### src/rtl/muldiv_pkg.sv
// Shared encodings for the multiply/divide unit: operation codes, FSM states
// and small decode helpers used by the control logic.
package muldiv_pkg;

    typedef enum logic [2:0] {
        MULT  = 3'd0,
        MULTU = 3'd1,
        DIV   = 3'd2,
        DIVU  = 3'd3,
        MTHI  = 3'd4,
        MTLO  = 3'd5
    } op_e;

    typedef enum logic [1:0] {
        IDLE = 2'd0,
        RUN  = 2'd1,
        FIX  = 2'd2
    } state_e;

    function automatic logic op_is_signed(input op_e op);
        return (op == MULT) || (op == DIV);
    endfunction

    function automatic logic op_is_div(input op_e op);
        return (op == DIV) || (op == DIVU);
    endfunction

endpackage

### src/rtl/muldiv_unit_if.sv
// Request/result bundle between a requester (master) and the muldiv unit (slave).
interface muldiv_unit_if #(
    parameter int WIDTH = 32
);
    // start is sampled only while busy is low; an accepted request ends with a
    // single done pulse, and hi/lo/divzero are valid from that pulse onward.
    logic             start;
    logic [2:0]       op;
    logic [WIDTH-1:0] a;
    logic [WIDTH-1:0] b;
    logic [WIDTH-1:0] hi;
    logic [WIDTH-1:0] lo;
    logic             busy;
    logic             done;
    logic             divzero;

    modport master (
        output start, op, a, b,
        input  hi, lo, busy, done, divzero
    );

    modport slave (
        input  start, op, a, b,
        output hi, lo, busy, done, divzero
    );
endinterface

### src/rtl/muldiv_step.sv
// One iteration of the sequential datapath: a radix-2 shift-add multiply step
// or a restoring shift-subtract divide step on a shared 2*WIDTH accumulator.
module muldiv_step #(
    parameter int WIDTH = 32
) (
    input  logic               is_div_i,
    input  logic [2*WIDTH-1:0] acc_i,
    input  logic [WIDTH-1:0]   opnd_i,
    output logic [2*WIDTH-1:0] acc_o
);
    logic [WIDTH-1:0] acc_hi;
    logic [WIDTH-1:0] acc_lo;
    logic [WIDTH:0]   sum;
    logic [WIDTH:0]   trial;
    logic [WIDTH-1:0] diff;
    logic             fits;

    always_comb begin
        acc_hi = acc_i[2*WIDTH-1:WIDTH];
        acc_lo = acc_i[WIDTH-1:0];
        // Multiply: high half accumulates the multiplicand, multiplier shifts out of the low half.
        sum    = {1'b0, acc_hi} + (acc_lo[0] ? {1'b0, opnd_i} : '0);
        // Divide: high half is the partial remainder, dividend bits shift in from the low half
        // while quotient bits shift in at the bottom.
        trial  = {acc_hi, acc_lo[WIDTH-1]};
        fits   = (trial >= {1'b0, opnd_i});
        diff   = trial[WIDTH-1:0] - opnd_i;
        acc_o  = '0;
        if (is_div_i) begin
            if (fits) begin
                acc_o = {diff, acc_lo[WIDTH-2:0], 1'b1};
            end else begin
                acc_o = {trial[WIDTH-1:0], acc_lo[WIDTH-2:0], 1'b0};
            end
        end else begin
            acc_o = {sum, acc_lo[WIDTH-1:1]};
        end
    end
endmodule

### src/rtl/muldiv_unit.sv
// Sequential MULT/MULTU/DIV/DIVU unit with architectural HI/LO registers;
// magnitudes are iterated one bit per cycle and signs are fixed up at the end.
module muldiv_unit
    import muldiv_pkg::*;
#(
    parameter int WIDTH = 32,
    parameter int CNTW  = $clog2(WIDTH + 1)
) (
    input  logic          clk,
    input  logic          reset,
    muldiv_unit_if.slave  bus,
    output state_e        dbg_state_o
);
    state_e             state_q;
    logic [CNTW-1:0]    cnt_q;
    logic [2*WIDTH-1:0] acc_q;
    logic [2*WIDTH-1:0] acc_step;
    logic [2*WIDTH-1:0] fixed;
    logic [WIDTH-1:0]   opnd_q;
    logic [WIDTH-1:0]   hi_q;
    logic [WIDTH-1:0]   lo_q;
    logic               is_div_q;
    logic               qneg_q;
    logic               rneg_q;
    logic               bypass_q;
    logic               busy_q;
    logic               done_q;
    logic               dz_q;

    op_e                op_in;
    logic               sa;
    logic               sb;
    logic [WIDTH-1:0]   a_mag;
    logic [WIDTH-1:0]   b_mag;
    logic [2*WIDTH-1:0] prod;
    logic [WIDTH-1:0]   quot;
    logic [WIDTH-1:0]   rem;

    always_comb begin
        op_in = op_e'(bus.op);
        sa    = op_is_signed(op_in) & bus.a[WIDTH-1];
        sb    = op_is_signed(op_in) & bus.b[WIDTH-1];
        a_mag = sa ? -bus.a : bus.a;
        b_mag = sb ? -bus.b : bus.b;
    end

    // Sign correction; the MIN/-1 quotient wraps back to MIN by modulo negation.
    always_comb begin
        prod  = qneg_q ? -acc_q : acc_q;
        quot  = qneg_q ? -acc_q[WIDTH-1:0] : acc_q[WIDTH-1:0];
        rem   = rneg_q ? -acc_q[2*WIDTH-1:WIDTH] : acc_q[2*WIDTH-1:WIDTH];
        fixed = prod;
        if (bypass_q) begin
            fixed = acc_q;
        end else if (is_div_q) begin
            fixed = {rem, quot};
        end
    end

    muldiv_step #(.WIDTH(WIDTH)) u_step (
        .is_div_i (is_div_q),
        .acc_i    (acc_q),
        .opnd_i   (opnd_q),
        .acc_o    (acc_step)
    );

    always_ff @(posedge clk or negedge reset) begin
        if (!reset) begin
            state_q  <= IDLE;
            cnt_q    <= '0;
            acc_q    <= '0;
            opnd_q   <= '0;
            hi_q     <= '0;
            lo_q     <= '0;
            is_div_q <= 1'b0;
            qneg_q   <= 1'b0;
            rneg_q   <= 1'b0;
            bypass_q <= 1'b0;
            busy_q   <= 1'b0;
            done_q   <= 1'b0;
            dz_q     <= 1'b0;
        end else begin
            done_q <= 1'b0;
            case (state_q)
                IDLE: begin
                    if (bus.start) begin
                        case (op_in)
                            MTHI: begin
                                hi_q   <= bus.a;
                                done_q <= 1'b1;
                                dz_q   <= 1'b0;
                            end
                            MTLO: begin
                                lo_q   <= bus.a;
                                done_q <= 1'b1;
                                dz_q   <= 1'b0;
                            end
                            MULT, MULTU, DIV, DIVU: begin
                                busy_q   <= 1'b1;
                                is_div_q <= op_is_div(op_in);
                                if (op_is_div(op_in) && (bus.b == '0)) begin
                                    // Divide by zero skips iteration: hi=a, lo=all ones.
                                    state_q  <= FIX;
                                    acc_q    <= {bus.a, {WIDTH{1'b1}}};
                                    bypass_q <= 1'b1;
                                    qneg_q   <= 1'b0;
                                    rneg_q   <= 1'b0;
                                    dz_q     <= 1'b1;
                                end else begin
                                    state_q  <= RUN;
                                    cnt_q    <= CNTW'(WIDTH);
                                    bypass_q <= 1'b0;
                                    qneg_q   <= sa ^ sb;
                                    rneg_q   <= sa;
                                    dz_q     <= 1'b0;
                                    if (op_is_div(op_in)) begin
                                        acc_q  <= {{WIDTH{1'b0}}, a_mag};
                                        opnd_q <= b_mag;
                                    end else begin
                                        acc_q  <= {{WIDTH{1'b0}}, b_mag};
                                        opnd_q <= a_mag;
                                    end
                                end
                            end
                            default: ;
                        endcase
                    end
                end
                RUN: begin
                    acc_q <= acc_step;
                    cnt_q <= cnt_q - 1'b1;
                    if (cnt_q == CNTW'(1)) begin
                        state_q <= FIX;
                    end
                end
                FIX: begin
                    {hi_q, lo_q} <= fixed;
                    done_q       <= 1'b1;
                    busy_q       <= 1'b0;
                    state_q      <= IDLE;
                end
                default: begin
                    state_q <= IDLE;
                    busy_q  <= 1'b0;
                end
            endcase
        end
    end

    assign bus.hi      = hi_q;
    assign bus.lo      = lo_q;
    assign bus.busy    = busy_q;
    assign bus.done    = done_q;
    assign bus.divzero = dz_q;
    assign dbg_state_o = state_q;
endmodule

### src/flat_wrapper.sv
// flat-port wrapper written by rule: the top's interface ports become plain ports
module muldiv_unit_flat import muldiv_pkg::*;
#(
    parameter int WIDTH = 32,
    parameter int CNTW  = $clog2(WIDTH + 1)
)
  (clk, reset, dbg_state_o, bus_start, bus_op, bus_a, bus_b, bus_hi, bus_lo, bus_busy, bus_done, bus_divzero);
  muldiv_unit_if #(.WIDTH(WIDTH)) bus_i ();
  input  logic clk;
  input  logic reset;
  output state_e dbg_state_o;
  input wire logic [$bits(bus_i.start)-1:0] bus_start;
  input wire logic [$bits(bus_i.op)-1:0] bus_op;
  input wire logic [$bits(bus_i.a)-1:0] bus_a;
  input wire logic [$bits(bus_i.b)-1:0] bus_b;
  output wire logic [$bits(bus_i.hi)-1:0] bus_hi;
  output wire logic [$bits(bus_i.lo)-1:0] bus_lo;
  output wire logic [$bits(bus_i.busy)-1:0] bus_busy;
  output wire logic [$bits(bus_i.done)-1:0] bus_done;
  output wire logic [$bits(bus_i.divzero)-1:0] bus_divzero;
  assign bus_i.start = bus_start;
  assign bus_i.op = bus_op;
  assign bus_i.a = bus_a;
  assign bus_i.b = bus_b;
  assign bus_hi = bus_i.hi;
  assign bus_lo = bus_i.lo;
  assign bus_busy = bus_i.busy;
  assign bus_done = bus_i.done;
  assign bus_divzero = bus_i.divzero;
  muldiv_unit #(.WIDTH(WIDTH), .CNTW(CNTW)) u_core (.clk(clk), .reset(reset), .bus(bus_i), .dbg_state_o(dbg_state_o));
endmodule
### config.mk
export PLATFORM = sky130hd
export DESIGN_NAME = muldiv_unit_flat
export DESIGN_NICKNAME = d
export VERILOG_FILES = /design/src/rtl/muldiv_pkg.sv /design/src/rtl/muldiv_unit_if.sv /design/src/rtl/muldiv_step.sv /design/src/rtl/muldiv_unit.sv /design/src/flat_wrapper.sv
export SDC_FILE = /design/constraint.sdc
export NUM_CORES = 1
export LEC_CHECK = 0
export BUFFER_PORTS_ARGS = -buffer_cell sky130_fd_sc_hd__buf_2
export CAP_MARGIN = 10
export CORE_UTILIZATION = 35
export DETAILED_ROUTE_END_ITERATION = 10
export PLACE_DENSITY_LB_ADDON = 0.08
export SLEW_MARGIN = 20
export SYNTH_ARGS = -nofsm -noshare
export SYNTH_HDL_FRONTEND = slang
export SYNTH_HIERARCHICAL = 1
export SYNTH_SLANG_ARGS = --single-unit
### constraint.sdc
create_clock -name clk -period 3.1 [get_ports clk]
set_input_delay 0.62 -clock clk [delete_from_list [all_inputs] [get_ports clk]]
set_output_delay 0.62 -clock clk [all_outputs]
set_load 0.03 [all_outputs]
==> results of run 1 <==
[final timing paths]
check,startpoint,to,slack (ns),cells past startpoint
max in group asynchronous,reset,u_core/bus.lo[1]$_DFFE_PN0P_,2.21,2
hold / removal,reset,u_core/acc_q[46]$_DFFE_PN0P_,0.09,1
min in group clk,u_core/bus.divzero$_DFFE_PN0P_,u_core/bus.divzero$_DFFE_PN0P_,0.51,1
setup reg to reg,u_core/opnd_q[15]$_DFFE_PN0P_,u_core/acc_q[58]$_DFFE_PN0P_,-0.06,15
hold reg to reg,u_core/bus.divzero$_DFFE_PN0P_,u_core/bus.divzero$_DFFE_PN0P_,0.51,1
setup / recovery,u_core/opnd_q[15]$_DFFE_PN0P_,u_core/acc_q[58]$_DFFE_PN0P_,-0.06,15
[logic make-up (layout without fill, tap and decap cells)]
group,count (synthesis),in the layout,share of synthesized area [%]
AND/OR/NAND/NOR,769,769,22.2
AO/OA/AOI/OAI,663,663,25.1
buffers and inverters,199,575,4.87
flip-flops,175,175,26.8
XOR/XNOR,170,170,9.11
multiplexers,99,99,6.34
adder cells (fa/ha/maj),72,72,5.60
other,0,1,0
[critical path, cell delays in order (launching register included)]
cell and delay (ns):
dfrtp_1 0.46, inv_1 0.07, ha_1 0.31, buf_4 0.17, a21oi_1 0.21, o21ai_0 0.17, a221oi_1 0.50, o21ai_4 0.13
o22a_1 0.22, buf_4 0.15, a21oi_2 0.12, xnor2_1 0.12, mux2i_1 0.08, mux2i_1 0.15, a21oi_1 0.08, nor2_1 0.14
[what timing repair did]
action                                  4_1_cts  5_1_grt
endpoints found under the hold margin         0        0
endpoints found under the setup margin       28       42
pin swaps                                    22       72
buffers inserted                              8       22
cloned                                        0        3
gates resized for setup                      51      143
[power by group through the flow]
stage	sequential [uW]	combinational [uW]	clock [uW]
finish	4350	22000	2180
global route	4470	23600	2300
CTS	4300	19500	2230
detailed placement	4330	18900	0
floorplan	5130	10700	0
global placement	4320	18900	0
[routing by layer]
metal | global-route usage (%) | part of all wire [%] | vias up
met5 | 0 | 0 | -
met4 | 18.9 | 6.2 | 0
met3 | 5.02 | 6.2 | 165
met2 | 49.2 | 43 | 702
met1 | 45.1 | 44 | 8819
li1 | - | - | 8433
[cell type report]
class | instances | share of cell area [%]
Multi-Input combinational cell | 1773 | 56.1
Sequential cell | 175 | 20.4
Timing Repair Buffer | 478 | 16.3
Tap cell | 600 | 3.48
Clock buffer | 19 | 2.01
Inverter | 66 | 1.15
Clock inverter | 12 | 0.574
Antenna cell | 1 | 0.0116
[Yosys cell counts (all sizes together) (8+ instances only)]
cell type | count | area (um2)
or2 | 11 | 71.3
o21ai | 143 | 719
nor4 | 26 | 181
nor2b | 31 | 194
and3 | 13 | 81.3
nand4 | 18 | 113
dfrtp | 175 | 4380
nor2 | 256 | 961
inv | 65 | 244
nor3 | 49 | 250
o21a | 10 | 75.1
a21o | 36 | 270
a221o | 9 | 90.1
mux2 | 36 | 405
a211oi | 34 | 255
mux2i | 63 | 631
clkbuf | 110 | 417
nand3 | 39 | 195
o41ai | 15 | 139
o22ai | 8 | 50.1
a31oi | 34 | 249
or4 | 21 | 169
xor2 | 75 | 657
ha | 70 | 876
nand2b | 18 | 113
a21oi | 270 | 1360
o31ai | 22 | 170
o211ai | 12 | 95.1
nand2 | 217 | 817
and2 | 37 | 231
buf | 23 | 131
or3 | 14 | 87.6
xnor2 | 95 | 832
[registers in the layout, summed over array words and instances, names as in the netlist, 2 cells and up]
signal,cells
u_core/bus.lo,32
u_core/bus.hi,32
u_core/opnd_q,32
u_core/dbg_state_o,2
u_core/acc_q,64
u_core/cnt_q,6
[stage by stage]
stage | total power, uW | hold slack, ns
CTS | 26000 | 0.128
global placement | 23200 | 0.483
detailed placement | 23200 | 0.491
finish | 28500 | 0.0910
global route | 30300 | 0.138
floorplan | 15800 | 0.324
==> flow_summary.json, run 1 <==
{
  "yosysWarnings": 6,
  "drive_gt1_share_pct": 28.7,
  "grt_start_max_net_pins": 69,
  "post-place-cells": 3060,
  "fmaxAchievable_ghz": 0.316,
  "clockBufferDepth": 2,
  "clk_latency_ns": 0.50,
  "antenna_found_initial": 0,
  "grt_setup_unrepaired": "yes",
  "hold_buffers": 0,
  "grt_overflow_total": 0,
  "multi_input_area_mm2": 0.0121,
  "first_global_vias": 17300,
  "status": "finished with violations",
  "place_area_mm2": 0.0197,
  "path_clk_slew_ns": 0.07,
  "violations": "negative setup slack",
  "fin_crit_sh_pct": 102,
  "fin_util_pct": 47.2,
  "start_kind": "flop",
  "power_leakage_uw": 0.00946,
  "fin_setup_tns_ns": -0.215,
  "synth_area_mm2": 0.0163,
  "dpl.hpwl_um": 60500,
  "setup_viol": 6,
  "synth-seq-cells": 175,
  "cts_made_buffers": 17,
  "io_buffers": 138,
  "routedWlPerCell_um": 25.5,
  "ys_seq_area_share_pct": 26.8,
  "min_period_ns": 3.16,
  "clkSinkCount": 175,
  "fin_area_mm2": 0.0216,
  "cts_tree": "built",
  "crit_fanout": 5,
  "crit_required_ns": 3.52,
  "register_area_mm2": 0.00439,
  "ant_nets": 0,
  "synth_async_sr_flop_share_pct": 100,
  "maxCapViolCount": 0,
  "rows": 78,
  "hold_class": "primary input to async pin",
  "wirelength_um": 79600,
  "grt_pass1_wl_um": 114000,
  "cts.htree.levels": 4,
  "arrival_ns": 3.58,
  "endpoint_kind": "flop",
  "drt_iter0_markers": 1496,
  "p_int_uw": 14000,
  "worst_pin_slew_ns": 1.04,
  "fin_ws_ns": -0.0638,
  "ir_worst_vdd_mv": 0.961,
  "synth-main-ff-cell": "dfrtp_1",
  "clkPwrFrac_pct": 7.6,
  "p_sw_share_pct": 50.7,
  "clock_skew_ns": 0.0161,
  "yosysUniqueCellTypes": 91,
  "ios": 139,
  "die_w_um": 218,
  "gp_congestion": 0.982,
  "final_common_cell": "buf_4",
  "syn_nets": 2289,
  "area_growth_syn_to_layout_pct": 32.1,
  "hold_viol": 0,
  "synth_edf_count": 0,
  "pwr-share-seq_pct": 15.3,
  "initial_core_util_pct": 35.8,
  "n_fill_cell": 4641,
  "first_pass_iters": 5,
  "cellPowerDensity_mw_per_mm2": 1320,
  "syn_inst": 2147,
  "dieArea_mm2": 0.0476,
  "core_area_mm2": 0.0457,
  "switchingPower_uw": 14500,
  "vias_per_cell": 5.80,
  "post-place-ws_ns": -0.230,
  "nets": 2653,
  "slew-limit-headroom_pct": 30.2,
  "drc": 0,
  "cts_root_buf": "clkbuf_16",
  "die_h_um": 218,
  "layout_common_cells": "buf_4 (308), a21oi_1 (248), nor2_1 (241)",
  "slew_viol_final": 0,
  "pwr-share-comb_pct": 77.1,
  "syn_area_per_cell_um2": 7.61,
  "finalNonFillerCells": 3124,
  "grt_use_total_pct": 33.0,
  "path_class": "flop to flop",
  "num_vias": 18100
}
Power figures use the tool's default switching activity.
==> run 2: changes to the inputs <==
--- a/config.mk
+++ b/config.mk
@@ -5,6 +5,7 @@
 export SDC_FILE = /design/constraint.sdc
 export NUM_CORES = 1
 export LEC_CHECK = 0
+export ABC_AREA = 1
 export BUFFER_PORTS_ARGS = -buffer_cell sky130_fd_sc_hd__buf_2
 export CAP_MARGIN = 10
 export CORE_UTILIZATION = 35
==> flow_summary.json, run 2 <==
{
  "ir_worst_vdd_mv": 0.561,
  "fin_area_mm2": 0.0219,
  "slew_viol_final": 0,
  "synth_area_leaders": "nand2_1 (23%), dfrtp_1 (23%), nand3_1 (8.8%)",
  "syn_nets": 3485,
  "initial_core_util_pct": 35.5,
  "worst-r2r-setup-slack_ns": -0.05,
  "hold_viol": 0,
  "grt_setup_unrepaired": "yes",
  "dpl.hpwl_um": 88100,
  "wirelength_um": 108000,
  "gp_congestion": 1.13,
  "dieArea_mm2": 0.0557,
  "largest_reg_flops": 64,
  "yosysMostFrequentCell": "nand2_1",
  "synth_async_sr_flop_share_pct": 100,
  "rows": 85,
  "clock_skew_ns": 0.0202,
  "slew-limit-headroom_pct": 42.4,
  "p_total_uw": 17300,
  "core_area_mm2": 0.0540,
  "drc": 0,
  "first_global_vias": 21800,
  "synth_top_area_cell": "nand2_1",
  "synthTopCellsByCount": "nand2_1 (1187), inv_1 (401), nand3_1 (338)",
  "synth-main-ff-cell": "dfrtp_1",
  "arrival_ns": 3.49,
  "n_fill_cell": 6084,
  "die_w_um": 236,
  "synth_area_mm2": 0.0192,
  "status": "finished with violations",
  "fin_ws_ns": -0.0510,
  "grt_start_max_net_pins": 83,
  "final_common_cell": "nand2_1",
  "start_kind": "flop",
  "cts.htree.levels": 4,
  "endpoint_kind": "flop",
  "yosysUniqueCellTypes": 45,
  "layout_common_cells": "nand2_1 (1186), inv_1 (400), nand3_1 (334)",
  "power_leakage_uw": 0.0114,
  "die_h_um": 236,
  "setup_viol": 1,
  "path_clk_slew_ns": 0.07,
  "yosysWarnings": 6,
  "synth-seq-cells": 175,
  "min_period_ns": 3.15,
  "worst_r2r_path_depth": 13,
  "place_area_mm2": 0.0212,
  "fin_crit_sh_pct": 102,
  "fmaxAchievable_ghz": 0.317,
  "r2r_end": "u_core/acc_q[48]$_DFFE_PN0P_",
  "first_pass_iters": 8,
  "r2r-start": "u_core/acc_q[0]$_DFFE_PN0P_",
  "cts_made_buffers": 17,
  "drive_gt1_share_pct": 11.5,
  "violations": "negative setup slack",
  "antenna_found_initial": 8,
  "whs_ns": 0.168,
  "hold_class": "primary input to async pin",
  "io_buffers": 138,
  "nets": 3640,
  "synth_top_area_share_pct": 23.2,
  "crit_fanout": 32,
  "grt_overflow_total": 0,
  "clk_latency_ns": 0.50,
  "cp-startpoint": "u_core/acc_q[0]$_DFFE_PN0P_",
  "synth_edf_count": 0,
  "grt_pass1_wl_um": 154000,
  "area_growth_syn_to_layout_pct": 14.0,
  "num_vias": 23900,
  "maxCapViolCount": 0,
  "cts_root_buf": "clkbuf_16",
  "drt_iter0_markers": 2821,
  "regMostFlops": "u_core/acc_q",
  "ios": 139,
  "clockBufferDepth": 2,
  "ant_nets": 0,
  "syn_area_per_cell_um2": 5.74,
  "grt_use_total_pct": 38.4,
  "path_class": "flop to flop",
  "routedWlPerCell_um": 25.7,
  "cts_tree": "built",
  "clkSinkCount": 175,
  "worst_pin_slew_ns": 0.865,
  "cellPowerDensity_mw_per_mm2": 793,
  "syn_inst": 3343,
  "vias_per_cell": 5.68,
  "ys_seq_area_share_pct": 22.8,
  "crit_required_ns": 3.44
}
## run 2: changes by cell type after synthesis, moves of 43 or more
cell	previous run	this run
o21ai_0	130	235
xnor2_1	95	29
inv_1	65	401
a21oi_1	269	125
nor2_1	256	313
clkbuf_1	109	66
xor2_1	75	24
nand3_1	39	338
nand2_1	216	1187
mux2i_1	63	0
## run 2: how the worst max path moves through the flow
stage / end / slack [ns]
final: u_core/acc_q[48]$_DFFE_PN0P_ / -0.05
after global routing: u_core/acc_q[48]$_DFFE_PN0P_ / -0.01
after CTS: u_core/acc_q[49]$_DFFE_PN0P_ / 0.004
after detailed placement: u_core/acc_q[59]$_DFFE_PN0P_ / 0.004
after global placement: u_core/acc_q[48]$_DFFE_PN0P_ / -0.05
after floorplan: u_core/acc_q[39]$_DFFE_PN0P_ / 0.45
## run 2: cells by family after synthesis
group | after synthesis | share of synthesized area [%]
compound gates | 494 | 14.6
xor+xnor | 53 | 2.42
fa+ha+maj | 72 | 4.78
buf+inv | 540 | 11.2
flops | 175 | 22.8
simple gates | 2009 | 44.2
## run 2: critical path: stages, from the launching register on
cell	delay, ns
dfrtp_1	0.41
buf_12	0.19
nand2_1	0.10
inv_1	0.05
ha_1	0.36
a21oi_1	0.28
o21ai_0	0.20
a21oi_1	0.30
nand3_1	0.23
o21ai_1	0.30
buf_4	0.17
nand2_1	0.10
o21ai_0	0.20
a22oi_1	0.10
## run 2: repair_timing
item	4_1_cts	5_1_grt
pin swaps	0	1
hold buffers	0	0
setup buffers	0	0
resized for setup	3	31
setup endpoints to repair	3	20
## run 2: routing by layer
layer	track usage [%]	wire length, um	up-vias
met5	0	57	-
met4	18.2	5450	8
met3	7.71	9670	222
met2	58.6	47100	1249
met1	51.7	46100	11400
li1	-	-	11100
## run 2: layout make-up
type	instances	area [um2]	share of cell area [%]
repair buffers	255	1670	7.64
diodes	3	7.51	0.0343
clock buffers	17	425	1.95
multi-input cells	2628	12700	58.3
flip-flops and latches	175	4390	20.1
inverters	421	1580	7.23
clock inverters	15	171	0.784
well taps	696	871	3.98
## run 2: per-stage QoR
stage	instances	setup WS (ns)	utilization (%)	TNS (ns)
floorplan	3343	0.449	-	0
detailed placement	4175	0.00414	39.2	0
CTS	4207	0.00441	40.3	0
finish	4210	-0.0510	40.5	-0.0510
global placement	4175	-0.0535	39.2	-0.0535
global route	4207	-0.0124	40.4	-0.0124
## run 2: power by group
| group | leakage (uW) | internal (uW) | switching [uW] | total [uW] |
|---|---|---|---|---|
| Combinational | 0.00915 | 3640 | 7940 | 11600 |
| Clock | 0.000291 | 1210 | 1140 | 2350 |
| Sequential | 0.00194 | 2660 | 745 | 3410 |
